===== src/rtl/mem_bus_arbiter.sv =====
// Two-master round-robin memory bus controller with region decode and programmable wait states.
// Optional BUS_ERR_EN macro: when defined, an unmapped access pulses bus_err in its ack cycle.
module mem_bus_arbiter #(
   parameter int AW       = 14,
   parameter int DW       = 32,
   parameter int WAIT_CYC = 1
) (
   input  logic          clk,
   input  logic          nrst,
   input  logic          req0,
   input  logic          req1,
   input  logic          we0,
   input  logic          we1,
   input  logic [AW-1:0] addr0,
   input  logic [AW-1:0] addr1,
   input  logic [DW-1:0] wdata0,
   input  logic [DW-1:0] wdata1,
   output logic          ack0,
   output logic          ack1,
   output logic [DW-1:0] rdata,
   output logic [AW-1:0] mem_addr,
   output logic [DW-1:0] mem_wdata,
   input  logic [DW-1:0] mem_rdata,
   output logic          mem_re,
   output logic          mem_we,
   output logic          nce_rom,
   output logic          nce_ram,
   output logic          nce_out,
   output logic          bus_err
);

   typedef enum logic [1:0] {
      IDLE   = 2'd0,
      ACCESS = 2'd1,
      DONE   = 2'd2
   } state_t;

   localparam logic [3:0] WAIT_INIT = 4'(WAIT_CYC);

   state_t        state_reg, state_next;
   logic [3:0]    cnt_reg, cnt_next;
   logic          last_grant_reg, last_grant_next;
   logic          gnt_reg, gnt_next;
   logic          we_reg, we_next;
   logic [AW-1:0] mem_addr_reg, mem_addr_next;
   logic [DW-1:0] mem_wdata_reg, mem_wdata_next;
   logic [DW-1:0] rdata_reg, rdata_next;

   logic [1:0]    req_vec;
   logic [1:0]    we_vec;
   logic [1:0]    ack_vec;
   logic [AW-1:0] addr_arr  [2];
   logic [DW-1:0] wdata_arr [2];
   logic          pick;
   logic [2:0]    region;
   logic          mapped;
   logic          in_access;

   assign req_vec      = {req1, req0};
   assign we_vec       = {we1, we0};
   assign addr_arr[0]  = addr0;
   assign addr_arr[1]  = addr1;
   assign wdata_arr[0] = wdata0;
   assign wdata_arr[1] = wdata1;

   // On a tie the port that did not win last time is served; otherwise the lone requester.
   assign pick = (&req_vec) ? ~last_grant_reg : req_vec[1];

   always_ff @(posedge clk or negedge nrst) begin
      if (!nrst) begin
         state_reg      <= IDLE;
         cnt_reg        <= '0;
         last_grant_reg <= 1'b1;
         gnt_reg        <= 1'b0;
         we_reg         <= 1'b0;
         mem_addr_reg   <= '0;
         mem_wdata_reg  <= '0;
         rdata_reg      <= '0;
      end else begin
         state_reg      <= state_next;
         cnt_reg        <= cnt_next;
         last_grant_reg <= last_grant_next;
         gnt_reg        <= gnt_next;
         we_reg         <= we_next;
         mem_addr_reg   <= mem_addr_next;
         mem_wdata_reg  <= mem_wdata_next;
         rdata_reg      <= rdata_next;
      end
   end

   always_comb begin
      state_next      = state_reg;
      cnt_next        = cnt_reg;
      last_grant_next = last_grant_reg;
      gnt_next        = gnt_reg;
      we_next         = we_reg;
      mem_addr_next   = mem_addr_reg;
      mem_wdata_next  = mem_wdata_reg;
      rdata_next      = rdata_reg;
      case (state_reg)
         IDLE: begin
            if (|req_vec) begin
               gnt_next        = pick;
               last_grant_next = pick;
               we_next         = we_vec[pick];
               mem_addr_next   = addr_arr[pick];
               mem_wdata_next  = wdata_arr[pick];
               cnt_next        = WAIT_INIT;
               state_next      = ACCESS;
            end
         end
         ACCESS: begin
            if (cnt_reg != 4'd0) begin
               cnt_next = cnt_reg - 4'd1;
            end else begin
               // Unmapped reads return zero rather than whatever floats on the bus.
               if (!we_reg) begin
                  rdata_next = mapped ? mem_rdata : '0;
               end
               state_next = DONE;
            end
         end
         DONE: begin
            state_next = IDLE;
         end
         default: begin
            state_next = IDLE;
         end
      endcase
   end

   assign region    = mem_addr_reg[AW-1 -: 3];
   assign mapped    = (region < 3'd3);
   assign in_access = (state_reg == ACCESS);

   assign nce_rom = !(in_access && (region == 3'd0));
   assign nce_ram = !(in_access && (region == 3'd1));
   assign nce_out = !(in_access && (region == 3'd2));

   // ROM is read-only: its enable still asserts on a write, but no write strobe is issued.
   assign mem_re = in_access && !we_reg && mapped;
   assign mem_we = in_access && we_reg && ((region == 3'd1) || (region == 3'd2));

   generate
      for (genvar gi = 0; gi < 2; gi++) begin : g_ack
         assign ack_vec[gi] = (state_reg == DONE) && (int'(gnt_reg) == gi);
      end
   endgenerate

   assign ack0      = ack_vec[0];
   assign ack1      = ack_vec[1];
   assign rdata     = rdata_reg;
   assign mem_addr  = mem_addr_reg;
   assign mem_wdata = mem_wdata_reg;

`ifdef BUS_ERR_EN
   assign bus_err = (state_reg == DONE) && !mapped;
`else
   assign bus_err = 1'b0;
`endif

endmodule


===== config.mk =====
export PLATFORM = sky130hd
export DESIGN_NAME = mem_bus_arbiter
export DESIGN_NICKNAME = d
export VERILOG_FILES = /design/src/rtl/mem_bus_arbiter.sv
export SDC_FILE = /design/constraint.sdc
export NUM_CORES = 1
export LEC_CHECK = 0
export CORE_UTILIZATION = 29
export CTS_CLUSTER_SIZE = 28
export DETAILED_ROUTE_END_ITERATION = 8
export SLEW_MARGIN = 20
export SYNTH_ARGS = -nofsm -noshare
export SYNTH_HDL_FRONTEND = slang
export SYNTH_SLANG_ARGS = --single-unit

===== constraint.sdc =====
create_clock -name clk -period 4.9 [get_ports clk]
set_clock_uncertainty 0.2 [all_clocks]
set_input_delay 0.98 -clock clk [delete_from_list [all_inputs] [get_ports clk]]
set_output_delay 0.98 -clock clk [all_outputs]
set_load 0.05 [all_outputs]

==> out/summary.txt <==
Syn_nets = 411
Placed instance count = 652
Min cycle time layout = 3504 ps
Final GP Congestion = 0.7360
Pwr dens = 747.0 nW/um2
Cts bufs inserted = 9
ANT nets after route = 0
Fin Setup TNS = 0 ps
Fraction of layout cells with a size suffix above 1 = 24.49%
Synth Instances = 279
Slew headroom = 45.54%
Starting Density = 29.81%
Nets = 619
Port Buffers = 214
Final WS setup = 1396 ps
CTS Root Cell = clkbuf_16
Slew @ Worst Pin = 816.8 ps
Largest net degree at the start of global routing = 88
Final std cells w/o fill = 666
Reg power frac = 26.8%
WL final = 10710 um
Leak = 2.653 nW
Yosys warns = 0
Die width = 118.7 um
DRT Pass-1 Iters = 4
Number of global-route vias before repair = 3270
Placed cell area = 6223 um2
Fin. max-slew vios = 0
Ports = 216
Fmax = 285.4 MHz
Sw Ratio = 46.15%
# resized after CTS = 0
Min-delay src = rdata[8]$_DFFE_PN0P_
Synth Register Bits = 87
CTS max path bufs = 2
Minimum hold slack = 301.3 ps
R2R depth = 5
Final Hold Viols = 0
Hold_buf cts = 0
Tcrit/Tclk final = 71.50%
Vias per cell = 4.620
Die height = 118.7 um
Sw Pwr = 2.245 mW
First-pass GRT wire length = 16960 um
Synth Cell Area = 3948 um2
Reg-to-reg endpoint = rdata[17]$_DFFE_PN0P_
Post-synthesis sequential area ratio = 55.18%
# diodes = 0
CTS tree = yes
Gr ovfl total = 0
Min-delay worst type = reg2reg
Worst skew pair latency = 340 ps
Final setup vio count = 0
Rows = 42
Hold depth = 1
Core Area = 13240 um2
H-tree levels = 3
Distinct cells, synth = 36
Total number of vias = 3077
Dpl ws = 1701 ps
RSZ-0062 raised after global routing = false
Flop2flop setup slack = 2420 ps
Critical path required time = 3720 ps
GRT Total Usage = 15.56%
Design Area, Final = 6511 um2
DR iter-0 viols = 87
Status = completed
HPWL Detailed = 7534 um
Mapped Avg Cell Area = 14.15 um2
Most used DFF post-synth = dfrtp_1
Max IR drop VDD = 0.0003571 V
Clk sink count = 87
Post-CTS setup repair buffer count = 0
CP Launch Type = register
Post-synth EDFFs = 0
Routed len/inst = 16.07 um
Gate power share = 59.4%
Fillers = 1229
Layout area overhead = 64.94%
Clk slew on worst S/H paths = 60 ps
Critical R2R Launch = cnt_reg[0]$_DFFE_PN0P_
Crit. End Element = output pin
Internal Power = 2.619 mW
Worst Path Class, Setup = reg2out
Initial antenna violation count = 0
Maxcap violations = 0
Residual DRC = 0
Asr flop ratio synth = 100.0%
End point of the worst hold path = rdata[8]$_DFFE_PN0P_
Critical Path Fanout Max = 11
DIE AREA = 14080 um2
Clock network fraction of total power = 13.8%
Worst EP arrival = 2320 ps
[worst max-delay path by stage]
stage / start / end / depth (start not counted)
global route: state_reg[1]$_DFFE_PN0P_ / mem_we / 4
detailed placement: req1 / mem_wdata[1]$_DFFE_PN0P_ / 5
finish: state_reg[1]$_DFFE_PN0P_ / mem_we / 4
floorplan: mem_addr[11]$_DFFE_PN0P_ / mem_re / 2
global placement: req1 / mem_wdata[1]$_DFFE_PN0P_ / 5
CTS: state_reg[1]$_DFFE_PN0P_ / mem_we / 4
[through the flow]
step	total power [mW]	util, %
after floorplan	3.242	-
after global placement	4.184	46.97
after detailed placement	4.223	47.00
after CTS	4.930	49.16
after global routing	5.099	49.17
final	4.864	49.17
[Yosys cell counts (all sizes together) (2+ instances only)]
| cell | n | area share [%] |
|---|---|---|
| mux2 | 95 | 27 |
| inv | 2 | 0.19 |
| nand2b | 2 | 0.32 |
| nor3b | 2 | 0.38 |
| nor2 | 5 | 0.48 |
| clkbuf | 4 | 0.38 |
| nor3 | 2 | 0.25 |
| o21ai | 3 | 0.38 |
| or3 | 2 | 0.32 |
| nand2 | 2 | 0.19 |
| nand3b | 2 | 0.38 |
| a22o | 32 | 7.1 |
| ha | 2 | 0.63 |
| o211ai | 2 | 0.38 |
| nand3 | 3 | 0.38 |
| dfrtp | 86 | 55 |
| buf | 16 | 2.8 |
[critical path, cell delays in order, from the launching register on]
cell             delay (ps)
dfrtp_1                 420
nand2b_1                360
nor2_1                  210
and3_1                  180
clkdlybuf4s50_1         810
[metal layers]
layer / vias up / global-route usage [%] / routed length, um
met3: 14 / 3.813 / 706
met2: 128 / 26.24 / 5277
met1: 1498 / 18.86 / 4537
met4: 0 / 6.487 / 182
met5: - / 0 / 0
li1: 1437 / - / -
[cell type report]
type                            instances  area, um2  area share [%]
Sequential cell                        87       2178           33.46
Timing Repair Buffer                  217       2166           33.26
Multi-Input combinational cell        170       1653           25.38
Clock buffer                           10      239.0           3.670
Tap cell                              176      220.2           3.382
Clock inverter                          4      47.55          0.7302
Inverter                                2      7.507          0.1153
[power groups by stage]
stage               logic (mW)  registers [mW]  clock network [mW]
floorplan                0.808            2.43                   0
global placement          2.88            1.30                   0
detailed placement        2.91            1.31                   0
CTS                       2.92            1.31               0.700
global route              3.02            1.36               0.727
finish                    2.89            1.30               0.672
[cells in the final DEF, fill, tap and decap left out, drive strengths merged, types with 3 or more instances in the layout]
cell | synthesis | final
clkbuf | 4 | 10
buf | 16 | 4
nor2 | 5 | 5
dfrtp | 86 | 86
o21ai | 3 | 3
a22o | 32 | 32
nand3 | 3 | 3
mux2 | 95 | 95
clkdlybuf4s50 | 0 | 213
[cell families (layout without fill, tap and decap cells)]
family	Yosys count	count (layout)	synth area share, %
AOI/OAI and AO/OA	43	43	8.970
xor gates and xnor gates	1	1	0.2219
adders and majority gates	2	2	0.6338
buffers and inverters	22	233	3.391
DFF	87	87	55.18
muxes	95	95	27.10
other	1	1	0.09500
and+or+nand+nor	28	28	4.406
(Power assumes the default switching activity.)
